### config.mk
export PLATFORM = sky130hd
export DESIGN_NAME = fifo_ptr_ctrl
export DESIGN_NICKNAME = d
export VERILOG_FILES = /design/src/rtl/fifo_pkg.sv /design/src/rtl/ptr_counter.sv /design/src/rtl/fifo_ptr_ctrl.sv
export SDC_FILE = /design/constraint.sdc
export NUM_CORES = 1
export LEC_CHECK = 0
export CORE_MARGIN = 3
export CORE_UTILIZATION = 48
export DETAILED_ROUTE_END_ITERATION = 16
export HOLD_SLACK_MARGIN = 0.02
export PLACE_DENSITY = 0.81
export SLEW_MARGIN = 0
export SYNTH_ARGS = -nofsm -noshare
export SYNTH_HDL_FRONTEND = slang
export SYNTH_SLANG_ARGS = --single-unit
### constraint.sdc
create_clock -name clk -period 2.95 [get_ports clk]
set_input_delay 0.885 -clock clk [delete_from_list [all_inputs] [get_ports clk]]
set_output_delay 0.885 -clock clk [all_outputs]
set_load 0.05 [all_outputs]
### src/rtl/fifo_pkg.sv
// Shared FIFO sizing and pointer/count types for the pointer controller and flag generators.
// No logic; no latency; no backpressure.
package fifo_pkg;
  localparam int SIZE  = 4;
  localparam int DEPTH = 1 << SIZE;

  typedef logic [SIZE:0] ptr_t;
  typedef logic [SIZE:0] cnt_t;
endpackage

### src/rtl/ptr_counter.sv
// Enabled wrap-around incrementer; ptr_nxt exposes the value ptr takes on the next edge.
// Latency: 1 cycle for ptr, 0 for ptr_nxt. No backpressure; inc is acted on unconditionally.
module ptr_counter #(
  parameter int W = 5
) (
  input  logic         clk,
  input  logic         rst,
  input  logic         inc,
  output logic [W-1:0] ptr,
  output logic [W-1:0] ptr_nxt
);

  assign ptr_nxt = inc ? ptr + W'(1) : ptr;

  always_ff @(posedge clk or posedge rst) begin
    if (rst) ptr <= '0;
    else     ptr <= ptr_nxt;
  end

endmodule

### src/rtl/fifo_ptr_ctrl.sv
// FIFO pointer/occupancy controller: RAM addresses, registered full/empty/count, sticky errors.
// Latency: 1 cycle for state and flags, 0 for wr_ok/rd_ok. No stall: requests against full/empty are dropped and flagged.
module fifo_ptr_ctrl #(
  parameter int SIZE = fifo_pkg::SIZE
) (
  input  logic            clk,
  input  logic            rst,
  input  logic            w_en,
  input  logic            r_en,
  input  logic            err_clr,
  output logic [SIZE-1:0] w_pointer,
  output logic [SIZE-1:0] r_pointer,
  output logic            wr_ok,
  output logic            rd_ok,
  output logic            full,
  output logic            empty,
  output logic [SIZE:0]   count,
  output logic            overflow,
  output logic            underflow
);

  logic [SIZE:0] wp, rp, wp_nxt, rp_nxt;
  logic          full_nxt, empty_nxt;

  assign wr_ok = w_en & ~full;
  assign rd_ok = r_en & ~empty;

  ptr_counter #(.W(SIZE + 1)) u_wr_ptr (
    .clk     (clk),
    .rst     (rst),
    .inc     (wr_ok),
    .ptr     (wp),
    .ptr_nxt (wp_nxt)
  );

  ptr_counter #(.W(SIZE + 1)) u_rd_ptr (
    .clk     (clk),
    .rst     (rst),
    .inc     (rd_ok),
    .ptr     (rp),
    .ptr_nxt (rp_nxt)
  );

  assign w_pointer = wp[SIZE-1:0];
  assign r_pointer = rp[SIZE-1:0];

  // Flags come from the next-state pointers so they track accepted ops with no extra lag.
  assign empty_nxt = (wp_nxt == rp_nxt);
  assign full_nxt  = (wp_nxt[SIZE] != rp_nxt[SIZE]) &&
                     (wp_nxt[SIZE-1:0] == rp_nxt[SIZE-1:0]);

  always_ff @(posedge clk or posedge rst) begin
    if (rst) begin
      full  <= 1'b0;
      empty <= 1'b1;
      count <= '0;
    end else begin
      full  <= full_nxt;
      empty <= empty_nxt;
      count <= count + {{SIZE{1'b0}}, wr_ok} - {{SIZE{1'b0}}, rd_ok};
    end
  end

  // A new error event in the same cycle as err_clr keeps the flag set.
  always_ff @(posedge clk or posedge rst) begin
    if (rst) begin
      overflow  <= 1'b0;
      underflow <= 1'b0;
    end else begin
      overflow  <= (w_en & full)  | (overflow  & ~err_clr);
      underflow <= (r_en & empty) | (underflow & ~err_clr);
    end
  end

  a_count_matches_ptrs : assert property (@(posedge clk) disable iff (rst)
    count == (wp - rp));

endmodule
==> impl_metrics.yaml <==
clocking:
  cts_hold_buf: 0
  cts_tree: "yes"
  ctsResizeCount: 0
  cts_buffer_depth: 2
  htree_levels: 1
  clk-insertion-delay-late_ns: 0.28
  postCtsSetupRepairBufs: 0
  cts_buffers: 3
  path_clk_slew_ns: 0.10
  cts_root_buffer: "clkbuf_4"
  clock-sinks: 19
synthesis:
  yosysUniqueCellTypes: 21
  syn_area_mm2: 0.00100
  synth_ff_type: "dfrtp_1"
  synth_nets: 98
  async_flop_share_pct: 100
  seq_area_frac_synth_pct: 47.4
  synth_edf_count: 0
  ys_seq_elements: 19
  synth_cells: 85
  avgSynthCellArea_um2: 11.8
  yosysWarningCount: 0
die:
  coreArea_mm2: 0.00184
  ios: 24
  rows: 15
  die_h_um: 51.8
  chipWidth_um: 51.8
  initial_core_util_pct: 54.6
  die-area_mm2: 0.00268
placed_design:
  placed_cells: 126
  dpl_cell_area_mm2: 0.00123
  io_buffers: 23
  gp_congestion: 0.743
  dp_hpwl_um: 1370
sta:
  hold_ws_ns: 0.491
  skew_ns: 0.00237
  tightest_slew_ns: 0.712
  final_max_slew_viol_count: 0
  relSlewSlack_pct: 52.5
  setup_tns_ns: 0
  min_period_ns: 2.73
  fin_crit_sh_pct: 92.7
  hold_viol: 0
  finalSetupViolCount: 0
  grt_setup_unrepaired: "no"
  timing.fmax_mhz: 366
cells_and_area:
  final_nets: 119
  num_antenna_cells: 0
  syn2layout_area_growth_pct: 24.7
  final_cells: 130
  final_cell_area_mm2: 0.00125
  drive_gt1_share_pct: 11.4
drt:
  postRouteWirelength_um: 1700
  via_per_inst: 4.80
  route.detailed.drc: 0
  ant_nets: 0
  num_vias: 624
  first_pass_iters: 4
  drtIter0Drc: 5
  wl_per_cell_um: 13.1
grt:
  grt_use_total_pct: 15.4
  grt_max_degree: 20
  grt-ovfl-total: 0
  grt_pass1_vias: 701
  antenna_found_initial: 0
  grt_pass1_wl_um: 3020
outcome:
  status: "finished, final reports clean"
critical_path:
  crit_fanout: 6
  crit_required_ns: 2.07
  endpoint_kind: "primary output"
  crit_path_start_kind: "input pin"
  path_class: "in2out"
  crit_arrival_ns: 1.85
min_path:
  hp-class: "reg2reg"
job:
  drv_cap: 0
-- stage by stage --
step / setup WS (ns) / utilization [%]
global placement: 0.0549 / 66.7
detailed placement: -0.0362 / 66.7
finish: 0.216 / 68.1
global route: 0.132 / 68.1
CTS: 0.210 / 68.1
floorplan: 0.347 / -
-- layer usage --
metal | part of all wire (%) | global-route usage (%) | up-vias
li1 | - | - | 305
met1 | 47 | 20.2 | 298
met2 | 48 | 24.6 | 19
met3 | 4.8 | 2.87 | 2
met4 | 0.70 | 6.99 | 0
met5 | 0 | 0 | -
-- cells in the mapped netlist, types with 2 or more instances --
library cell,number,area (µm²)
dfrtp_1,18,450
inv_1,10,37.5
xnor2_1,9,78.8
buf_4,8,60.1
xor2_1,8,70.1
ha_1,7,87.6
nand4_1,4,25.0
a21o_1,2,15.0
a21oi_1,2,10.0
buf_6,2,22.5
mux2_4,2,30.0
nand2_1,2,7.51
nand3b_1,2,15.0
o21ai_0,2,10.0
-- final timing paths --
check	startpoint	end	slack [ns]	cells past startpoint
max in group asynchronous	rst	u_rd_ptr.ptr[2]	1.49	2
max reg2reg	empty	count[4]	0.78	8
min reg2reg	u_wr_ptr.ptr[4]	u_wr_ptr.ptr[4]	0.49	1
max	w_en	wr_ok	0.22	4
min in group asynchronous	rst	count[3]	1.01	2
min	u_wr_ptr.ptr[4]	u_wr_ptr.ptr[4]	0.49	1
-- critical path, cell delays in order --
cell,delay (ns)
clkdlybuf4s50_1,0.50
nor2b_1,0.13
buf_4,0.18
buf_12,0.15
-- cell type report --
class | count | area, µm²
clock buffers | 4 | 26.3
multi-input cells | 46 | 408
well taps | 25 | 31.3
repair buffers | 26 | 273
fillers | 144 | 587
flip-flops and latches | 19 | 477
inverters | 10 | 37.5
-- kinds of logic after synthesis --
group / count (synthesis) / share of synthesized area, %
AO/OA/AOI/OAI: 6 / 3.49
XOR/XNOR: 17 / 14.8
flip-flops: 19 / 47.4
multiplexers: 2 / 2.99
buffers and inverters: 20 / 12.0
adder cells (fa/ha/maj): 8 / 10.7
AND/OR/NAND/NOR: 13 / 8.59
-- state kept, by name, indices dropped and copies added (netlist names) --
| signal | flops |
|---|---|
| overflow | 1 |
| u_rd_ptr.ptr | 5 |
| underflow | 1 |
| empty | 1 |
| count | 5 |
| u_wr_ptr.ptr | 5 |
| full | 1 |
-- placed cells by master, fill, tap and decap left out, types with 2 or more instances in the layout --
cell type	netlist	routed
a21o_1	2	2
dfrtp_1	18	18
xor2_1	8	8
clkbuf_4	0	3
ha_1	7	7
inv_1	10	10
mux2_4	2	2
buf_12	0	2
nand4_1	4	4
nand2_1	2	2
buf_4	8	3
clkdlybuf4s50_1	0	21
o21ai_0	2	2
xnor2_1	9	9
a21oi_1	2	2
nand3b_1	2	2
Power is left out: the tool's default activity adds up to more than one toggle a clock period on the data nets, which glitch-free logic cannot reach.
